File: config.mk
export PLATFORM = sky130hd
export DESIGN_NAME = gemm_tile_engine_flat
export DESIGN_NICKNAME = d
export VERILOG_FILES = /design/src/rtl/gemm_pkg.sv /design/src/rtl/gemm_tile_engine_if.sv /design/src/rtl/gemm_mac_row.sv /design/src/rtl/gemm_tile_engine.sv /design/src/flat_wrapper.sv
export SDC_FILE = /design/constraint.sdc
export NUM_CORES = 2
export LEC_CHECK = 0
export ABC_AREA = 1
export BUFFER_PORTS_ARGS = -buffer_cell sky130_fd_sc_hd__buf_2
export CORE_MARGIN = 2
export CORE_UTILIZATION = 25
export DETAILED_ROUTE_END_ITERATION = 10
export SLEW_MARGIN = 20
export SYNTH_ARGS = -nofsm -noshare
export SYNTH_HDL_FRONTEND = slang
export SYNTH_SLANG_ARGS = --single-unit
File: constraint.sdc
create_clock -name clk -period 11.6 [get_ports clk]
set_clock_uncertainty 0.2 [all_clocks]
set_input_delay 1.16 -clock clk [delete_from_list [all_inputs] [get_ports clk]]
set_output_delay 1.16 -clock clk [all_outputs]
set_load 0.02 [all_outputs]
File: src/rtl/gemm_pkg.sv
// gemm_pkg: shared types and constants for the GEMM tile engine.
// Holds the FSM state enum, element/accumulator widths and default tile limits.
package gemm_pkg;

    localparam int ELEM_W    = 8;
    localparam int ACC_W     = 32;
    localparam int PROD_W    = 2 * ELEM_W;
    localparam int DEF_MAX_M = 4;
    localparam int DEF_MAX_K = 4;
    localparam int DEF_MAX_N = 4;

    typedef enum logic [2:0] {
        IDLE,
        LOAD_A,
        LOAD_B,
        WAIT_START,
        COMPUTE,
        DRAIN
    } state_t;

    function automatic logic [ACC_W-1:0] relu(input logic [ACC_W-1:0] v);
        return v[ACC_W-1] ? '0 : v;
    endfunction

endpackage

File: src/rtl/gemm_tile_engine_if.sv
// gemm_tile_engine_if: job request, A/B element streams, start trigger,
// C-row valid/ready handshake and status. master = controller, slave = engine.
interface gemm_tile_engine_if
    import gemm_pkg::*;
#(
    parameter int MAX_N = DEF_MAX_N
);
    logic                     in_valid;
    logic [7:0]               M_dim;
    logic [7:0]               K_dim;
    logic [7:0]               N_dim;
    logic                     a_valid;
    logic [31:0]              a_data;
    logic                     b_valid;
    logic [31:0]              b_data;
    logic                     start_compute;
    logic                     out_valid;
    logic                     out_ready;
    logic [MAX_N*ACC_W-1:0]   systolic_out_C;
    logic                     busy;
    logic                     done;
    logic                     err;

    modport master (
        output in_valid, M_dim, K_dim, N_dim,
        output a_valid, a_data, b_valid, b_data,
        output start_compute, out_ready,
        input  out_valid, systolic_out_C, busy, done, err
    );

    modport slave (
        input  in_valid, M_dim, K_dim, N_dim,
        input  a_valid, a_data, b_valid, b_data,
        input  start_compute, out_ready,
        output out_valid, systolic_out_C, busy, done, err
    );

endinterface

File: src/rtl/gemm_mac_row.sv
// gemm_mac_row: MAX_N parallel signed 8x8 MACs into 32-bit accumulators.
// Ports: clk, reset, clr_i (restart sum), en_i (accumulate), a_i, b_i lanes, sum_o (next sums).
module gemm_mac_row
    import gemm_pkg::*;
#(
    parameter int MAX_N = DEF_MAX_N
) (
    input  logic                     clk,
    input  logic                     reset,
    input  logic                     clr_i,
    input  logic                     en_i,
    input  logic signed [ELEM_W-1:0] a_i,
    input  logic [MAX_N*ELEM_W-1:0]  b_i,
    output logic [MAX_N*ACC_W-1:0]   sum_o
);

    logic [MAX_N*ACC_W-1:0] acc_q;
    logic [MAX_N*ACC_W-1:0] acc_d;

    for (genvar j = 0; j < MAX_N; j++) begin : g_mac
        logic signed [PROD_W-1:0] prod;
        logic signed [ACC_W-1:0]  base;
        assign prod = PROD_W'(a_i) * PROD_W'($signed(b_i[j*ELEM_W +: ELEM_W]));
        // clr with en starts a fresh sum from this cycle's product
        assign base = clr_i ? '0 : $signed(acc_q[j*ACC_W +: ACC_W]);
        assign acc_d[j*ACC_W +: ACC_W] = base + ACC_W'(prod);
    end

    always_ff @(posedge clk) begin
        if (reset) begin
            acc_q <= '0;
        end else if (en_i) begin
            acc_q <= acc_d;
        end else if (clr_i) begin
            acc_q <= '0;
        end
    end

    assign sum_o = acc_d;

endmodule

File: src/rtl/gemm_tile_engine.sv
// gemm_tile_engine: loads A (MxK) and B (KxN) int8 tiles, computes C = A*B one
// (i,k) per cycle, then drains C rows over a valid/ready handshake.
// Ports: clk, reset (sync, active-high), bus (gemm_tile_engine_if.slave).
// Build option: GEMM_RELU_EN clamps each output column to max(C,0).
module gemm_tile_engine
    import gemm_pkg::*;
#(
    parameter int MAX_M = DEF_MAX_M,
    parameter int MAX_K = DEF_MAX_K,
    parameter int MAX_N = DEF_MAX_N
) (
    input  logic             clk,
    input  logic             reset,
    gemm_tile_engine_if.slave bus
);

    localparam int AD = MAX_M * MAX_K;
    localparam int BD = MAX_K * MAX_N;
    localparam int AW = (AD > 1) ? $clog2(AD) : 1;
    localparam int BW = (BD > 1) ? $clog2(BD) : 1;
    localparam int RW = (MAX_M > 1) ? $clog2(MAX_M) : 1;
    localparam logic [7:0] MM = 8'(MAX_M);
    localparam logic [7:0] MK = 8'(MAX_K);
    localparam logic [7:0] MN = 8'(MAX_N);

    state_t state_q, state_d;

    logic [7:0]  m_q, k_q, n_q;
    logic [7:0]  ri_q, rk_q, row_q;
    logic [15:0] cnt_q;
    logic        done_q, err_q;

    logic [15:0] mk, kn, bbase;
    logic [AW-1:0] a_idx;
    logic dims_ok, a_last, b_last, k_last, i_last, row_last;
    logic mac_clr, mac_en;

    logic signed [ELEM_W-1:0] a_mem [AD];
    logic signed [ELEM_W-1:0] b_mem [BD];
    logic [MAX_N*ACC_W-1:0]   c_mem [MAX_M];

    logic [MAX_N*ELEM_W-1:0] b_lanes;
    logic [MAX_N*ACC_W-1:0]  sum, crow, out_c;
    logic                    unused_bits;

    assign unused_bits = ^{bus.a_data[31:ELEM_W], bus.b_data[31:ELEM_W]};

    assign dims_ok = (bus.M_dim != 8'd0) && (bus.M_dim <= MM)
                  && (bus.K_dim != 8'd0) && (bus.K_dim <= MK)
                  && (bus.N_dim != 8'd0) && (bus.N_dim <= MN);

    assign mk       = {8'd0, m_q} * {8'd0, k_q};
    assign kn       = {8'd0, k_q} * {8'd0, n_q};
    assign a_last   = cnt_q == mk - 16'd1;
    assign b_last   = cnt_q == kn - 16'd1;
    assign k_last   = rk_q == k_q - 8'd1;
    assign i_last   = ri_q == m_q - 8'd1;
    assign row_last = row_q == m_q - 8'd1;

    always_comb begin
        state_d = state_q;
        unique case (state_q)
            IDLE:       if (bus.in_valid && dims_ok) state_d = LOAD_A;
            LOAD_A:     if (bus.a_valid && a_last) state_d = LOAD_B;
            LOAD_B:     if (bus.b_valid && b_last) state_d = WAIT_START;
            WAIT_START: if (bus.start_compute) state_d = COMPUTE;
            COMPUTE:    if (k_last && i_last) state_d = DRAIN;
            DRAIN:      if (bus.out_ready && row_last) state_d = IDLE;
            default:    state_d = IDLE;
        endcase
    end

    always_ff @(posedge clk) begin
        if (reset) state_q <= IDLE;
        else       state_q <= state_d;
    end

    always_ff @(posedge clk) begin
        if (reset) begin
            m_q    <= '0;
            k_q    <= '0;
            n_q    <= '0;
            ri_q   <= '0;
            rk_q   <= '0;
            row_q  <= '0;
            cnt_q  <= '0;
            done_q <= 1'b0;
            err_q  <= 1'b0;
            for (int r = 0; r < MAX_M; r++) c_mem[r] <= '0;
        end else begin
            done_q <= 1'b0;
            err_q  <= 1'b0;
            unique case (state_q)
                IDLE: begin
                    if (bus.in_valid) begin
                        if (dims_ok) begin
                            m_q   <= bus.M_dim;
                            k_q   <= bus.K_dim;
                            n_q   <= bus.N_dim;
                            ri_q  <= '0;
                            rk_q  <= '0;
                            row_q <= '0;
                            cnt_q <= '0;
                            for (int r = 0; r < MAX_M; r++) c_mem[r] <= '0;
                        end else begin
                            err_q <= 1'b1;
                        end
                    end
                end
                LOAD_A: begin
                    if (bus.a_valid) cnt_q <= a_last ? '0 : cnt_q + 16'd1;
                end
                LOAD_B: begin
                    if (bus.b_valid) cnt_q <= b_last ? '0 : cnt_q + 16'd1;
                end
                COMPUTE: begin
                    if (k_last) begin
                        // row i is complete: capture the final sum this cycle
                        c_mem[ri_q[RW-1:0]] <= sum;
                        rk_q <= '0;
                        ri_q <= ri_q + 8'd1;
                    end else begin
                        rk_q <= rk_q + 8'd1;
                    end
                end
                DRAIN: begin
                    if (bus.out_ready) begin
                        row_q <= row_q + 8'd1;
                        if (row_last) done_q <= 1'b1;
                    end
                end
                default: ;
            endcase
        end
    end

    // Element buffers are always rewritten before use, so no reset.
    always_ff @(posedge clk) begin
        if (state_q == LOAD_A && bus.a_valid)
            a_mem[cnt_q[AW-1:0]] <= bus.a_data[ELEM_W-1:0];
        if (state_q == LOAD_B && bus.b_valid)
            b_mem[cnt_q[BW-1:0]] <= bus.b_data[ELEM_W-1:0];
    end

    assign a_idx = AW'({8'd0, ri_q} * {8'd0, k_q} + {8'd0, rk_q});
    assign bbase = {8'd0, rk_q} * {8'd0, n_q};

    for (genvar j = 0; j < MAX_N; j++) begin : g_blane
        logic [BW-1:0] bi;
        assign bi = BW'(bbase + 16'(j));
        // lanes past N stay zero so unused C columns never accumulate
        assign b_lanes[j*ELEM_W +: ELEM_W] =
            (16'(j) < {8'd0, n_q}) ? b_mem[bi] : '0;
    end

    assign mac_en  = state_q == COMPUTE;
    assign mac_clr = (state_q == IDLE) || (mac_en && rk_q == 8'd0);

    gemm_mac_row #(
        .MAX_N (MAX_N)
    ) u_mac_row (
        .clk   (clk),
        .reset (reset),
        .clr_i (mac_clr),
        .en_i  (mac_en),
        .a_i   (a_mem[a_idx]),
        .b_i   (b_lanes),
        .sum_o (sum)
    );

    assign crow = c_mem[row_q[RW-1:0]];

    for (genvar j = 0; j < MAX_N; j++) begin : g_out
        logic [ACC_W-1:0] col;
`ifdef GEMM_RELU_EN
        assign col = relu(crow[j*ACC_W +: ACC_W]);
`else
        assign col = crow[j*ACC_W +: ACC_W];
`endif
        assign out_c[j*ACC_W +: ACC_W] = (state_q == DRAIN) ? col : '0;
    end

    assign bus.systolic_out_C = out_c;
    assign bus.out_valid      = state_q == DRAIN;
    assign bus.busy           = state_q != IDLE;
    assign bus.done           = done_q;
    assign bus.err            = err_q;

endmodule

File: src/flat_wrapper.sv
// flat-port wrapper written by rule: the top's interface ports become plain ports
module gemm_tile_engine_flat import gemm_pkg::*;
#(
    parameter int MAX_M = DEF_MAX_M,
    parameter int MAX_K = DEF_MAX_K,
    parameter int MAX_N = DEF_MAX_N
)
  (clk, reset, bus_in_valid, bus_M_dim, bus_K_dim, bus_N_dim, bus_a_valid, bus_a_data, bus_b_valid, bus_b_data, bus_start_compute, bus_out_ready, bus_out_valid, bus_systolic_out_C, bus_busy, bus_done, bus_err);
  gemm_tile_engine_if #(.MAX_N(MAX_N)) bus_i ();
  input  logic clk;
  input  logic reset;
  input wire logic [$bits(bus_i.in_valid)-1:0] bus_in_valid;
  input wire logic [$bits(bus_i.M_dim)-1:0] bus_M_dim;
  input wire logic [$bits(bus_i.K_dim)-1:0] bus_K_dim;
  input wire logic [$bits(bus_i.N_dim)-1:0] bus_N_dim;
  input wire logic [$bits(bus_i.a_valid)-1:0] bus_a_valid;
  input wire logic [$bits(bus_i.a_data)-1:0] bus_a_data;
  input wire logic [$bits(bus_i.b_valid)-1:0] bus_b_valid;
  input wire logic [$bits(bus_i.b_data)-1:0] bus_b_data;
  input wire logic [$bits(bus_i.start_compute)-1:0] bus_start_compute;
  input wire logic [$bits(bus_i.out_ready)-1:0] bus_out_ready;
  output wire logic [$bits(bus_i.out_valid)-1:0] bus_out_valid;
  output wire logic [$bits(bus_i.systolic_out_C)-1:0] bus_systolic_out_C;
  output wire logic [$bits(bus_i.busy)-1:0] bus_busy;
  output wire logic [$bits(bus_i.done)-1:0] bus_done;
  output wire logic [$bits(bus_i.err)-1:0] bus_err;
  assign bus_i.in_valid = bus_in_valid;
  assign bus_i.M_dim = bus_M_dim;
  assign bus_i.K_dim = bus_K_dim;
  assign bus_i.N_dim = bus_N_dim;
  assign bus_i.a_valid = bus_a_valid;
  assign bus_i.a_data = bus_a_data;
  assign bus_i.b_valid = bus_b_valid;
  assign bus_i.b_data = bus_b_data;
  assign bus_i.start_compute = bus_start_compute;
  assign bus_i.out_ready = bus_out_ready;
  assign bus_out_valid = bus_i.out_valid;
  assign bus_systolic_out_C = bus_i.systolic_out_C;
  assign bus_busy = bus_i.busy;
  assign bus_done = bus_i.done;
  assign bus_err = bus_i.err;
  gemm_tile_engine #(.MAX_M(MAX_M), .MAX_K(MAX_K), .MAX_N(MAX_N)) u_core (.clk(clk), .reset(reset), .bus(bus_i));
endmodule
Word level (Yosys, flattened, before mapping)
Memory sizes are Yosys's and may differ from the RTL's. A register that Yosys moved wholly into a read port is not among the register bits.
Index checks and enable logic that the tools add are counted.

storage, ports and cells
  register bits = 197
  latch bits = 0
  RAM bits = 768
  bits in read-only memories = 0
  bits of input ports = 95
  output and inout port bits = 132
  logic and storage cells = 170
  memories kept = 3

memories
  name          depth  width  rd ports  clocked after Yosys merged registers in  write ports  RTL line                text
  u_core.c_mem  4      128    1         1                                        4            gemm_tile_engine.sv:40  logic [MAX_N*ACC_W-1:0] c_mem [MAX_M];
  u_core.a_mem  16     8      1         0                                        1            gemm_tile_engine.sv:38  logic signed [ELEM_W-1:0] a_mem [AD];
  u_core.b_mem  16     8      4         0                                        1            gemm_tile_engine.sv:39  logic signed [ELEM_W-1:0] b_mem [BD];

cells by class
  $add $sub $neg = 16
  multiply operators = 8
  div/mod/pow operators = 0
  order comparisons = 7
  eq/ne operators = 22
  shift-type cells = 0
  multiplexer cells = 62
  bitwise operators = 8
  reduce and logical (&&, ||, !) cells = 33

operators with widths
  kind                                                                    count
  128-bit 2-to-1 mux                                                      7
  32-bit 2-to-1 mux                                                       8
  32-bit by 16-bit adder with 32-bit output                               4
  128-bit OR reduction                                                    1
  8-bit by 8-bit multiplier with 16-bit output                            6
  16-bit 2-to-1 mux                                                       6
  8-bit 2-to-1 mux                                                        9
  16-bit one-hot mux with 3 select lines                                  1
  8-bit one-hot mux with 2 select lines                                   3
  16-bit == test                                                          2
  16-bit by 1-bit subtractor with 16-bit output (second input constant)   2
  8-bit by 1-bit adder with 8-bit output (second input constant)          3
  8-bit == test                                                           3
  8-bit by 3-bit <= comparator with 1-bit output (second input constant)  3
  8-bit nonzero test                                                      3
  1-bit 2-to-1 mux                                                        18
  3-bit 2-to-1 mux                                                        6
  3-bit one-hot mux with 6 select lines                                   1
  16-bit by 1-bit adder with 16-bit output (second input constant)        1
  1-bit by 8-bit < comparator with 1-bit output (first input constant)    2
  2-bit by 8-bit < comparator with 1-bit output (first input constant)    2
  8-bit by 8-bit multiplier with 4-bit output                             2
  8-bit by 1-bit subtractor with 8-bit output (second input constant)     2
  1-bit logical AND                                                       13
  other kinds (21)                                                        48

Longest topological paths before layout
  depth in word-level cells = 13
  depth in mapped cells = 43
  depth with buffers taken out = 41

Hierarchy
Synthesis repeated with hierarchy kept, for this count alone.

unflattened totals
  cell total of the unflattened synthesis = 9103
  area total of the unflattened synthesis = 75367.3 µm²

modules (own cells, without submodules)
  module            instances  cells an instance  area an instance (µm²)
  gemm_tile_engine  1          5099               45421.1
  gemm_mac_row      1          4004               29946.2

Least setup slack after synthesis
No wires, ideal clock.

  path type = register to register
  from = register u_core.k_q[2]
  to = memory u_core.c_mem[0][94] (netlist name) (data pin)
  library setup time = 0.256 ns
  arrival time = 9.777 ns
  required time = 11.144 ns
  slack = 1.367 ns
  cell stages (with the launch flop) = 38
  buffers on the path = 3
  clock period less this slack = 10.233 ns
  path through = dfxtp_1 -> buf_2 -> clkbuf_1 -> nand2_1 -> inv_1 -> ha_1 -> ha_1 -> fa_1 -> inv_1 -> fa_1 -> xor2_1 -> xor2_1 -> inv_1 -> xor2_2 -> o21ai_1 -> buf_2 -> nor2_1 -> inv_1 -> (+2 left out) -> fa_1 -> fa_1 -> fa_1 -> inv_1 -> fa_1 -> inv_1 -> ha_1 -> a21oi_1 -> nand2_1 -> a21boi_0 -> o21ai_0 -> a21oi_1 -> inv_1 -> nand4_1 -> nand2_1 -> or2_2 -> nand2_1 -> nor2_1

RTL lines
  what                    RTL line                text
  from (decl)             gemm_tile_engine.sv:28  logic [7:0] m_q, k_q, n_q;
  from (signal assigned)  gemm_tile_engine.sv:98  k_q <= bus.K_dim;
  to (decl)               gemm_tile_engine.sv:40

==> summary.md <==
| Metric | Value |
|---|---|
| Number of register bits inferred by synthesis | 967 |
| Synthesized area per cell | roughly 8.8 um^2 |
| WP buf/inv | 9 |
| Port buffer count | 178 |
| Min Tclk post-route | between 9 and 10 ns |
| Power density over the cells | about 110 nW/um^2 |
| Top FF cell, synth | edfxtp_1 |
| Overflow after GRT | 0 |
| Max-cap viol count | 0 |
| Setup_tns | 0 ns |
| CP max stage cell | dfxtp_1 |
| Sink Count | about 970 |
| Netlist cell types | 58 |
| Place WS | ~1.6 ns |
| Drt pass-1 iters | 7 |
| Per-cell routed wire length | 17.7 um |
| Post-CTS Setup Inserts | 0 |
| Iter 0 DRT Violations | ~5.0k |
| DRC | 0 |
| First-pass GRT wire length | about 330 mm |
| WP data arrival | 10.21 ns |
| Routed Antenna Nets | 0 |
| Post-cts resize count | 0 |
| Slew margin rel. | between 10% and 20% |
| Final Max Slew Viols | 0 |
| Final hold vios | 0 |
| Worst skew pair latency | 0.79 ns |
| Crit path top cell by count | inv_1 |
| EDFF count, synth | around 770 |
| CP max stage delay | between 0.6 and 0.7 ns |
| Die Span Y | 539 um |
| Yosys top cell by area | edfxtp_1 |
| Tcrit/Tclk final | between 80% and 90% |
| Fin nets | 9,225 |
| Largest fanout on the critical path | 25 |
| Synth top area share | between 30 and 40% |
| Initial antenna violation count | 28 |
| Final setup viols | 0 |
| I/O pins | approximately 230 |
| Largest net degree at the start of global routing | between 100 and 150 |
| CTS Root Cell | clkbuf_16 |
| Syn nets | 9,199 |
| Status | complete, no violations |
| Core area | ~280,000 um^2 |
| Maximum vdd drop | roughly 130 uV |
| CP top delay family | adder cells |
| Ys async rst share | 0% |
| Clock transition at the registers of the reported paths | around 0.06 ns |
| Post-DP HPWL | approximately 150 mm |
| Cell Area, Synth | just over 70,000 um^2 |
| CP Class | register to register |
| Fin util | 28.1% |
| Synth top cells by count | nor2_1 (1,725), inv_1 (1,105), nand2_1 (1,013) |
| CTS Hold Buffers Added | 0 |
| Setup crit end kind | register |
| Lkg Pwr | approximately 35 nW |
| Via density | 4.63 |
| Fmax | roughly 100 MHz |
| Vias in the first global route | 54.4k |
| Via Count | approximately 56k |
| Sequential-to-total area share from yosys stat | a little under two fifths |
| Clock buffer depth | 3 |
| DIE AREA | between 200,000 and 300,000 um^2 |
| H-Tree Depth | 3 |
| Total wire length | 212 mm |
| Hold/Removal Path Class | register to register |
| Area Growth Syn to Fin | 12.1% |
| Die width | 539 um |
| Routability Congestion | 0.895 |
| Rows | 196 |
| Worst EP required | around 12 ns |
| CTS tree | done |
| Yosys warns | 0 |
| Setup slack after layout | 1.62 ns |
| Area contributors post-synth | edfxtp_1 (32%), fa_1 (18%), nor2_1 (9.0%) |
| CTS Buf Count | between 100 and 150 |
| Ratio of cells with drive above 1 in the final layout | a little over 7% |
| Worst setup SP type | register |
| Gr usage total | around 14% |
| RSZ-0062 raised after global routing | no |
| Synth Instances | between 8k and 9k |
| Most numerous cell in the Yosys netlist | nor2_1 |
| Initial core utilization | between 20 and 30% |
| Slew @ Worst Pin | about 1.3 ns |
-- routing by layer --
metal | part of all wire [%] | global-route usage [%] | vias up
li1 | - | - | 26200
met3 | 6.6 | 1.90 | 312
met1 | 44 | 19.7 | 27200
met4 | 3.1 | 4.49 | 10
met5 | 0.024 | 0 | -
met2 | 46 | 23.7 | 1793
-- sequential cells by signal, indices dropped and copies added, names as in the netlist, named ones only --
register and count:
u_core.ri_q 8, u_core.cnt_q 16, u_core.m_q 8, u_core.a_mem 128
u_core.bus.err 1, u_core.u_mac_row.acc_q 128, u_core.state_q 3, u_core.n_q 8
u_core.k_q 8, u_core.bus.done 1, u_core.c_mem 512, u_core.b_mem 128
u_core.rk_q 8, u_core.row_q 8
-- cell type report --
type                       count  area, um^2
fill                       30300      205000
tap                         3762        4710
clock buffer                 131        2840
sequential                   967       27100
antenna                       10        25.0
timing repair buffer         294        1800
inverter                    1128        4250
multi-input combinational   5618       38900
clock inverter                72         662
-- cell usage in the layout (no fill, tap or decap), types with 44 or more instances in the layout --
master        n
a21oi_1     333
nand3_1     232
o221ai_1     62
fa_1        632
nor3_1       44
nor2_1     1716
clkbuf_16   109
inv_1      1101
edfxtp_1    768
ha_1        379
buf_2       177
buf_4       114
dfxtp_1     197
o21ai_0     673
xor2_1       94
xnor2_1      74
nand4_1      63
nand2_1    1003
o22ai_1      79
-- logic make-up (layout without fill, tap and decap cells) --
logic type,after synthesis,after routing,share of synthesized area [%]
AO/OA/AOI/OAI,1262,1262,9.76
XOR/XNOR,174,174,2.19
adder cells (fa/ha/maj),1013,1013,24.3
buffers and inverters,1506,1625,8.15
flip-flops,967,967,37.8
other,0,10,0
AND/OR/NAND/NOR,3169,3169,17.8
-- where the power goes --
group,switching (mW),internal [mW]
Clock,1.54,1.91
Sequential,0.0303,3.81
Combinational,1.07,0.227
Total,2.64,5.94
-- worst min-delay path, delay by kind of cell (launching register included) --
| family | cells | cell delay (ns) |
|---|---|---|
| AND/OR/NAND/NOR | 1 | 0.06 |
| AO/OA/AOI/OAI | 1 | 0.05 |
| flip-flops | 1 | 0.31 |
-- stage by stage --
stage,hold slack [ns],std cells,instance area [um^2],power [mW]
floorplan,0.245,8091,71600,4.62
global placement,0.253,11800,76700,5.19
detailed placement,0.255,11800,76700,5.19
CTS,0.264,12000,80200,8.63
global route,0.275,12000,80200,8.85
finish,0.262,12000,80200,8.59
-- worst paths after layout --
check / start / to / slack [ns] / cells past startpoint
worst max-delay path: u_core.n_q[1] / u_core.c_mem[1][127] / 1.62 / 37
worst min-delay path: u_core.u_mac_row.acc_q[49] / u_core.u_mac_row.acc_q[49] / 0.26 / 2
worst max register to register: u_core.n_q[1] / u_core.c_mem[1][127] / 1.62 / 37
worst min register to register: u_core.u_mac_row.acc_q[49] / u_core.u_mac_row.acc_q[49] / 0.26 / 2
Power figures use the tool's default switching activity.
